**config.mk**
```make
export PLATFORM = sky130hd
export DESIGN_NAME = dig_capture_flat
export DESIGN_NICKNAME = d
export VERILOG_FILES = /design/src/rtl/dig_pkg.sv /design/src/rtl/dig_capture_if.sv /design/src/rtl/dig_fifo.sv /design/src/rtl/dig_capture.sv /design/src/flat_wrapper.sv
export SDC_FILE = /design/constraint.sdc
export NUM_CORES = 1
export LEC_CHECK = 0
export ABC_AREA = 1
export CAP_MARGIN = 20
export CORE_MARGIN = 4
export CORE_UTILIZATION = 65
export CTS_BUF_LIST = sky130_fd_sc_hd__clkbuf_8
export CTS_CLUSTER_SIZE = 12
export DETAILED_ROUTE_END_ITERATION = 8
export HOLD_SLACK_MARGIN = 0.1
export PLACE_DENSITY = 0.87
export SYNTH_ARGS = -nofsm -noshare
export SYNTH_HDL_FRONTEND = slang
export SYNTH_SLANG_ARGS = --single-unit
```
**constraint.sdc**
```tcl
create_clock -name clk -period 7.33 [get_ports clk]
set_input_delay 1.8325 -clock clk [delete_from_list [all_inputs] [get_ports clk]]
set_output_delay 1.8325 -clock clk [all_outputs]
set_load 0.1 [all_outputs]
```
**src/rtl/dig_pkg.sv**
```systemverilog
// Shared types and defaults for the dig capture back-end.
package dig_pkg;

    // Default counter / result width.
    localparam int DIG_WIDTH = 8;

    // Measurement sequencer states.
    typedef enum logic [1:0] {
        IDLE,
        WAIT_CMP,
        DISCHARGE
    } cap_state_t;

    // One buffered measurement: timeout flag above the elapsed tick count.
    typedef struct packed {
        logic                 timeout;
        logic [DIG_WIDTH-1:0] elapsed;
    } cap_result_t;

endpackage

```
**src/rtl/dig_capture_if.sv**
```systemverilog
// Result readout channel: {timeout, elapsed} with a valid/ready handshake.
interface dig_capture_if
    import dig_pkg::*;
#(
    parameter int WIDTH = DIG_WIDTH
) ();

    logic [WIDTH:0] out_data;
    logic           out_valid;
    logic           out_ready;

    // Producer side (the capture block).
    modport master (
        output out_data,
        output out_valid,
        input  out_ready
    );

    // Consumer side (the readout logic).
    modport slave (
        input  out_data,
        input  out_valid,
        output out_ready
    );

endinterface

```
**src/rtl/dig_fifo.sv**
```systemverilog
// Small synchronous result FIFO. A push into a full FIFO is accepted only
// when a pop happens on the same edge; otherwise the push is ignored.
module dig_fifo #(
    parameter int WIDTH = 9,
    parameter int DEPTH = 4
) (
    input  logic             clk,
    input  logic             reset_n,
    input  logic             push,
    input  logic             pop,
    input  logic [WIDTH-1:0] din,
    output logic [WIDTH-1:0] dout,
    output logic             full,
    output logic             empty
);

    localparam int AW = $clog2(DEPTH);

    logic [AW:0]      wr_ptr;
    logic [AW:0]      rd_ptr;
    logic [WIDTH-1:0] mem [DEPTH];
    logic             do_push;
    logic             do_pop;

    assign empty   = (wr_ptr == rd_ptr);
    assign full    = (wr_ptr[AW] != rd_ptr[AW]) && (wr_ptr[AW-1:0] == rd_ptr[AW-1:0]);
    assign do_pop  = pop & ~empty;
    assign do_push = push & (~full | do_pop);
    assign dout    = mem[rd_ptr[AW-1:0]];

    // Storage and pointer update; reset clears contents so the head reads zero.
    always_ff @(posedge clk or negedge reset_n) begin
        if (!reset_n) begin
            wr_ptr <= '0;
            rd_ptr <= '0;
            for (int unsigned i = 0; i < DEPTH; i++) begin
                mem[i] <= '0;
            end
        end else begin
            if (do_push) begin
                mem[wr_ptr[AW-1:0]] <= din;
                wr_ptr              <= wr_ptr + 1'b1;
            end
            if (do_pop) begin
                rd_ptr <= rd_ptr + 1'b1;
            end
        end
    end

endmodule

```
**src/rtl/dig_capture.sv**
```systemverilog
// Measurement back-end: drives the discharge switch, timestamps the
// comparator trip against the free-running counter and buffers results.
module dig_capture
    import dig_pkg::*;
#(
    parameter int WIDTH      = DIG_WIDTH,
    parameter int FIFO_DEPTH = 4,
    parameter int DIS_CYCLES = 4
) (
    input  logic             clk,
    input  logic             reset_n,
    input  logic             enable,
    input  logic [WIDTH-1:0] count,
    input  logic             cmp,
    input  logic             clear,
    output logic             discharge,
    dig_capture_if.master    rd,
    output logic             overrun
);

    localparam int CW = $clog2(DIS_CYCLES + 1);

    cap_state_t     state;
    logic [WIDTH-1:0] start;
    logic [WIDTH-1:0] elapsed;
    logic [CW-1:0]  dis_cnt;

    logic           sync1;
    logic           sync2;
    logic           sync2_d;
    logic           cmp_rise;

    logic           push;
    logic [WIDTH:0] push_data;
    logic           pop;
    logic           fifo_full;
    logic           fifo_empty;
    logic           drop;
    logic [WIDTH:0] fifo_dout;

    // Two-flop synchronizer for the asynchronous comparator plus edge-detect delay.
    always_ff @(posedge clk or negedge reset_n) begin
        if (!reset_n) begin
            sync1   <= 1'b0;
            sync2   <= 1'b0;
            sync2_d <= 1'b0;
        end else begin
            sync1   <= cmp;
            sync2   <= sync1;
            sync2_d <= sync2;
        end
    end

    assign cmp_rise = sync2 & ~sync2_d;

    // Wrap-safe elapsed ticks and the capture decision; a trip beats a timeout.
    always_comb begin
        elapsed   = count - start;
        push      = 1'b0;
        push_data = '0;
        if (state == WAIT_CMP && enable) begin
            if (cmp_rise) begin
                push      = 1'b1;
                push_data = {1'b0, elapsed};
            end else if (elapsed == '1) begin
                push      = 1'b1;
                push_data = {1'b1, elapsed};
            end
        end
    end

    // Sequencer with registered discharge output and pulse-length counter.
    always_ff @(posedge clk or negedge reset_n) begin
        if (!reset_n) begin
            state     <= IDLE;
            start     <= '0;
            dis_cnt   <= '0;
            discharge <= 1'b1;
        end else begin
            case (state)
                IDLE: begin
                    discharge <= 1'b1;
                    if (enable) begin
                        state     <= WAIT_CMP;
                        start     <= count;
                        discharge <= 1'b0;
                    end
                end
                WAIT_CMP: begin
                    if (!enable) begin
                        state     <= IDLE;
                        discharge <= 1'b1;
                    end else if (push) begin
                        state     <= DISCHARGE;
                        discharge <= 1'b1;
                        dis_cnt   <= CW'(DIS_CYCLES - 1);
                    end
                end
                DISCHARGE: begin
                    if (dis_cnt == '0) begin
                        if (enable) begin
                            state     <= WAIT_CMP;
                            start     <= count;
                            discharge <= 1'b0;
                        end else begin
                            state     <= IDLE;
                            discharge <= 1'b1;
                        end
                    end else begin
                        dis_cnt <= dis_cnt - 1'b1;
                    end
                end
                default: begin
                    state     <= IDLE;
                    discharge <= 1'b1;
                end
            endcase
        end
    end

    assign pop  = rd.out_valid & rd.out_ready;
    assign drop = push & fifo_full & ~pop;

    // Sticky overrun flag; a new drop outranks a clear on the same edge.
    always_ff @(posedge clk or negedge reset_n) begin
        if (!reset_n) begin
            overrun <= 1'b0;
        end else if (drop) begin
            overrun <= 1'b1;
        end else if (clear) begin
            overrun <= 1'b0;
        end
    end

    dig_fifo #(
        .WIDTH (WIDTH + 1),
        .DEPTH (FIFO_DEPTH)
    ) u_fifo (
        .clk     (clk),
        .reset_n (reset_n),
        .push    (push),
        .pop     (pop),
        .din     (push_data),
        .dout    (fifo_dout),
        .full    (fifo_full),
        .empty   (fifo_empty)
    );

    assign rd.out_data  = fifo_dout;
    assign rd.out_valid = ~fifo_empty;

endmodule

```
**src/flat_wrapper.sv**
```systemverilog
// flat-port wrapper written by rule: the top's interface ports become plain ports
module dig_capture_flat import dig_pkg::*;
#(
    parameter int WIDTH      = DIG_WIDTH,
    parameter int FIFO_DEPTH = 4,
    parameter int DIS_CYCLES = 4
)
  (clk, reset_n, enable, count, cmp, clear, discharge, overrun, rd_out_data, rd_out_valid, rd_out_ready);
  dig_capture_if #(.WIDTH(WIDTH)) rd_i ();
  input  logic clk;
  input  logic reset_n;
  input  logic enable;
  input  logic [WIDTH-1:0] count;
  input  logic cmp;
  input  logic clear;
  output logic discharge;
  output logic overrun;
  output wire logic [$bits(rd_i.out_data)-1:0] rd_out_data;
  output wire logic [$bits(rd_i.out_valid)-1:0] rd_out_valid;
  input wire logic [$bits(rd_i.out_ready)-1:0] rd_out_ready;
  assign rd_out_data = rd_i.out_data;
  assign rd_out_valid = rd_i.out_valid;
  assign rd_i.out_ready = rd_out_ready;
  dig_capture #(.WIDTH(WIDTH), .FIFO_DEPTH(FIFO_DEPTH), .DIS_CYCLES(DIS_CYCLES)) u_core (.clk(clk), .reset_n(reset_n), .enable(enable), .count(count), .cmp(cmp), .clear(clear), .discharge(discharge), .rd(rd_i), .overrun(overrun));
endmodule
```
==> results.txt, run 1 <==
status - complete, no violations
crit path launch type - flop
most frequent CP cell - nand2_1
initial antenna violation count - 0
Die Wd - 80.8 um
initial drt markers - 396
ANT nets after route - 0
global-route wire length before repair - 13.3 mm
CP max stage cell - clkdlybuf4s50_1
Hold/Removal Path Class - reg2reg
largest net degree at the start of global routing - 61
Post-Syn Area - 3450 sq um
cell accounting for the most synthesized area - dfrtp_1
reg2reg end - u_core.u_fifo.mem[34]$_DFFE_PN0P_
maximum vdd drop - 0.000249 V
average vias per placed instance - 5.79
total negative slack - 0 ns
Top Ports - 26
Rel. slew slack - 33.4%
Post-Layout Inst Area - 3840 sq um
Synth Register Bits - 60
final wirelength - 7.69 mm
Rows - 26
Worst Reg-to-Reg Cells - 10
Initial Util - 67.1%
Synth area leaders - dfrtp_1, nand2_1, nand4_1, ha_1, inv_1
Final Hold Viols - 0
CP peak stage delay - 1.15 ns
min cycle time layout - 4.97 ns
crit path DAT - 3.14 ns
die area - 6530 sq um
layout cell share with drive strength beyond 1 - 9.82%
worst setup path class - reg2out
Core Region - 5140 sq um
H-tree depth - 3
Reg2Reg Setup Slack - 4.34 ns
# Post-CTS Setup Buffers - 0
clock insertion delay at the later pin of the skew report - 0.34 ns
Root Buffer - clkbuf_8
crit-path cells - inv_1 > nand2_1 > a21oi_1 > nand2_1 > clkdlybuf4s50_1
Post-Place Cell Area - 3680 sq um
Mapped Avg Cell Area - 8.33 sq um
Wirelength per Cell - 15.1 um
grt ovf - 0
Period Utilization, post-route - 67.9%
Slew Viols, Final - 0
Port Buffer Count - 25
leakage power - 1.96 nW
post_cts resized - 0
Nets - 463
reg2reg start - u_core.start[0]$_DFFE_PN0P_
Die Y - 80.8 um
n_diodes - 0
fmax - 201 MHz
# hold bufs at CTS - 0
hold worst-path end - u_core.sync2$_DFF_PN0_
syn nets - 444
GPL Wtd Cong - 0.812
Synth top area share - 42.8%
via count - 2941
DRC - 0
# Max-Cap Violations - 0
Crit path required time - 5.50 ns
hold path depth - 0
CTS sink cnt - 60
min-delay src - u_core.sync1$_DFF_PN0_
iteration count of the initial detailed-routing pass - 6
CTS Buffer Depth - 2
highest net fanout along the worst path - 21
GRT Util Overall - 26.3%
synth unique cells - 35
Setup Viol. Count Final - 0
CP endpoint kind - primary output
RSZ-0062 raised after global routing - no
post-synthesis sequential area ratio - 43.6%
Worst-Margin Slew - 0.995 ns
vias in the first global route - 2855
Post-Syn Instances - 414
Worst Skew - 0.00542 ns
P&R area growth vs syn - 11.5%
CTS tree - yes
Post-DP HPWL - 4.93 mm
PD cells - 482 nW/um^2
Num CTS Buffers - 9
CTS clk-pin slew, worst paths - 0.06 ns
Synth Warn # - 0
[cell type report]
cell class / count / area (sq um)
multi-input cells: 299 / 1700
fillers: 412 / 1300
flip-flops and latches: 60 / 1500
repair buffers: 26 / 253
well taps: 70 / 87.6
clock inverters: 6 / 25.0
clock buffers: 10 / 138
inverters: 37 / 139
[cell usage after synthesis, drive strengths merged]
master  count
dfstp       1
buf        13
nand4      41
inv        36
or2         2
fa          1
a21oi      12
o21ai      25
mux2        1
nand2     132
nand3      14
dfrtp      59
clkbuf      5
nor3        1
xor2        5
clkinv      1
o22ai      10
xnor2       3
ha         15
o211ai      1
nor2       35
nand3b      1
[critical path, delay by kind of cell, from the launching register on]
family / cells / cell delay (ns)
and+or+nand+nor: 2 / 0.26
AOI/OAI and AO/OA: 1 / 0.10
DFF: 1 / 0.78
buffers and inverters: 2 / 1.66
[where the power goes]
| part | internal (mW) | switching (mW) |
|---|---|---|
| combinational | 0.287 | 0.764 |
| clock | 0.126 | 0.124 |
| sequential | 0.454 | 0.0966 |
| total | 0.867 | 0.984 |
[worst max-delay path by stage]
stage	from	cells after the start	end	slack [ns]
3_3_place_gp	count[0]	12	u_core.u_fifo.mem[14]$_DFFE_PN0P_	2.50
2_1_floorplan	u_core.u_fifo.rd_ptr[0]$_DFFE_PN0P_	5	rd_out_data[0]	3.02
3_5_place_dp	count[0]	12	u_core.u_fifo.mem[3]$_DFFE_PN0P_	2.47
6_report	u_core.u_fifo.rd_ptr[0]$_DFFE_PN0P_	5	rd_out_valid	2.36
4_1_cts	u_core.u_fifo.rd_ptr[0]$_DFFE_PN0P_	5	rd_out_valid	2.37
5_1_grt	u_core.u_fifo.rd_ptr[0]$_DFFE_PN0P_	4	rd_out_data[4]	2.16
[registers in the layout, indices dropped and copies added (netlist names)]
name and cells:
u_core.u_fifo.wr_ptr 3, u_core.sync2_d 1, u_core.u_fifo.mem 36, u_core.start 8, u_core.overrun 1, u_core.state 2
u_core.sync2 1, u_core.dis_cnt 3, u_core.u_fifo.rd_ptr 3, u_core.discharge 1, u_core.sync1 1
[layout by cell type (no fill, tap or decap), drive strengths merged]
master,netlist,routed
a21oi,12,12
buf,13,2
clkbuf,5,10
clkdlybuf4s50,0,24
clkinv,1,3
dfrtp,59,59
dfstp,1,1
fa,1,1
ha,15,15
inv,36,40
mux2,1,1
nand2,132,132
nand3,14,14
nand3b,1,1
nand4,41,41
nor2,35,35
nor3,1,1
o211ai,1,1
o21ai,25,25
o22ai,10,10
or2,2,2
xnor2,3,3
xor2,5,5
[metrics by stage]
step,cells,setup WS (ns),hold slack (ns),util (%),power (mW)
finish,508,2.36,0.355,74.8,1.85
global route,508,2.16,0.366,74.8,1.98
CTS,508,2.37,0.357,74.8,1.85
global placement,492,2.50,0.332,71.6,1.56
detailed placement,492,2.47,0.343,71.6,1.60
floorplan,414,3.02,0.331,-,1.37
[kinds of logic (layout without fill, tap and decap cells)]
logic type / count (synthesis) / in the layout / synth area share (%)
AOI/OAI and AO/OA: 48 / 48 / 7.73
xor gates and xnor gates: 8 / 8 / 2.03
adders and majority gates: 16 / 16 / 6.03
DFF: 60 / 60 / 43.6
buffers and inverters: 55 / 79 / 7.15
and+or+nand+nor: 226 / 226 / 33.1
muxes: 1 / 1 / 0.327
[routing by layer]
metal  wire [um]  global-route usage, %  vias to the layer above
li1            -                      -                     1402
met1        3280                   33.0                     1397
met2        3790                   43.6                      120
met3         468                   6.76                       22
met4         145                   10.3                        0
met5           0                      0                        -
Power figures use the tool's default switching activity.
==> run 2, diff against run 1 <==
--- a/config.mk
+++ b/config.mk
@@ -8,12 +8,12 @@
 export ABC_AREA = 1
 export CAP_MARGIN = 20
 export CORE_MARGIN = 4
-export CORE_UTILIZATION = 65
+export CORE_UTILIZATION = 61
 export CTS_BUF_LIST = sky130_fd_sc_hd__clkbuf_8
 export CTS_CLUSTER_SIZE = 12
 export DETAILED_ROUTE_END_ITERATION = 8
 export HOLD_SLACK_MARGIN = 0.1
-export PLACE_DENSITY = 0.87
+export PLACE_DENSITY = 0.83
 export SYNTH_ARGS = -nofsm -noshare
 export SYNTH_HDL_FRONTEND = slang
 export SYNTH_SLANG_ARGS = --single-unit
==> constraint.sdc (replaced) <==
create_clock -name clk -period 5.1 [get_ports clk]
set_input_delay 1.275 -clock clk [delete_from_list [all_inputs] [get_ports clk]]
set_output_delay 1.275 -clock clk [all_outputs]
set_load 0.1 [all_outputs]
==> results.txt, run 2 (same netlist as run 1, synthesis figures left out) <==
clock insertion delay at the later pin of the skew report - 0.34 ns
max reg flops - 36
Rel. slew slack - 35.1%
DRC - 0
iteration count of the initial detailed-routing pass - 5
Period Utilization, post-route - 75.8%
crit path launch type - input port
Slew Viols, Final - 0
crit-path cells - clkdlybuf4s50_1 > inv_1 > ha_1 > fa_1 > or2_2 > nor2_2 > nand3_4 > nor2_4 > nand2_4 > a21oi_4 > buf_4 > nand4_1 > nand2_1
n_diodes - 0
min cycle time layout - 3.87 ns
Core Region - 5510 sq um
layout cell share with drive strength beyond 1 - 13.2%
status - complete, no violations
Worst-Margin Slew - 0.970 ns
Setup Viol. Count Final - 0
CTS tree - yes
PD cells - 716 nW/um^2
Post-Place Cell Area - 3670 sq um
CTS sink cnt - 60
Hold/Removal Path Class - reg2reg
Post-DP HPWL - 4.83 mm
highest net fanout along the worst path - 21
final wirelength - 7.61 mm
Top Ports - 26
die area - 6920 sq um
GPL Wtd Cong - 0.814
hold path depth - 0
leakage power - 2.00 nW
total negative slack - 0 ns
grt ovf - 0
CP max stage cell - a21oi_4
Worst Skew - 0.00535 ns
ANT nets after route - 0
P&R area growth vs syn - 13.4%
CP peak stage delay - 0.48 ns
Worst Reg-to-Reg Cells - 7
CTS clk-pin slew, worst paths - 0.07 ns
Reg2Reg Setup Slack - 2.16 ns
Port Buffer Count - 25
Die Y - 83.2 um
initial antenna violation count - 0
Rows - 27
Die Wd - 83.2 um
worst setup path class - in2reg
# hold bufs at CTS - 0
Nets - 465
min-delay src - u_core.sync1$_DFF_PN0_
Final Hold Viols - 0
global-route wire length before repair - 13.0 mm
commonest cells after routing, fill and taps aside - nand2_1, dfrtp_1, nand4_1
via count - 2886
commonest non-fill, non-tap cell in the layout - nand2_1
hold worst-path end - u_core.sync2$_DFF_PN0_
RSZ-0062 raised after global routing - no
# Max-Cap Violations - 0
largest net degree at the start of global routing - 61
Regs by FF count - u_core.u_fifo.mem (36), u_core.start (8)
Root Buffer - clkbuf_8
CP endpoint kind - flop
crit path DAT - 4.14 ns
Crit path required time - 5.38 ns
Num CTS Buffers - 9
GRT Util Overall - 23.1%
initial drt markers - 234
Post-Layout Inst Area - 3910 sq um
reg2reg start - u_core.u_fifo.rd_ptr[0]$_DFFE_PN0P_
maximum vdd drop - 0.000572 V
post_cts resized - 0
fmax - 259 MHz
CTS Buffer Depth - 2
reg2reg end - u_core.u_fifo.mem[7]$_DFFE_PN0P_
H-tree depth - 3
Top reg by flops - u_core.u_fifo.mem
vias in the first global route - 2727
average vias per placed instance - 5.65
Initial Util - 62.6%
Wirelength per Cell - 14.9 um
# Post-CTS Setup Buffers - 0
==> run 2: changes by cell type in the layout (fill, tap and decap cells not counted), sizes merged <==
cell	change
clkdlybuf4s50	-10
buf	+12
bufinv	+3
inv	-4
==> run 2: layout make-up <==
| type | count | area (sq um) |
|---|---|---|
| multi-input cells | 299 | 1700 |
| fillers | 413 | 1600 |
| flip-flops and latches | 60 | 1500 |
| repair buffers | 28 | 243 |
| inverters | 37 | 139 |
| clock buffers | 10 | 138 |
| clock inverters | 5 | 100 |
| well taps | 72 | 90.1 |
==> run 2: per-layer routing <==
layer / part of all wire (%) / wire length (um) / track usage (%)
met1: 43 / 3290 / 30.2
met2: 50 / 3790 / 38.0
met5: 0 / 0 / 0
met4: 1.4 / 104 / 7.13
met3: 5.5 / 420 / 5.65
==> run 2: worst max-delay path, delay by kind of cell <==
family	cells	cell delay (ns)
AO/OA/AOI/OAI	1	0.48
buffers and inverters	3	0.80
adder cells (fa/ha/maj)	2	0.64
AND/OR/NAND/NOR	7	0.95
==> run 2: power breakdown <==
part / total [mW] / switching [mW] / internal, mW
logic: 1.48 / 1.09 / 0.389
clock network: 0.528 / 0.195 / 0.334
registers: 0.789 / 0.136 / 0.652
==> run 2: through the flow <==
stage          power (mW)  instances  utilization (%)  setup WS [ns]  hold WS [ns]
2_1_floorplan        1.97        414                -           1.35         0.331
3_3_place_gp         2.22        496             66.7          0.983         0.333
3_5_place_dp         2.26        496             66.7          0.906         0.337
4_1_cts              2.80        511             71.0           1.25         0.361
5_1_grt              2.97        511             71.0           1.09         0.370
6_report             2.80        511             71.0           1.23         0.352
==> run 2: worst max path at each step <==
stage                                                   start  slack [ns]                           endpoint  cells after the start
after floorplan           u_core.u_fifo.rd_ptr[0]$_DFFE_PN0P_        1.35                     rd_out_data[0]                      5
after global placement                               count[0]        0.98   u_core.u_fifo.mem[1]$_DFFE_PN0P_                     13
after detailed placement                             count[0]        0.91  u_core.u_fifo.mem[28]$_DFFE_PN0P_                     13
after CTS                                            count[0]        1.25   u_core.u_fifo.mem[2]$_DFFE_PN0P_                     13
after global routing                                 count[0]        1.09   u_core.u_fifo.mem[1]$_DFFE_PN0P_                     13
final                                                count[0]        1.23   u_core.u_fifo.mem[2]$_DFFE_PN0P_                     13
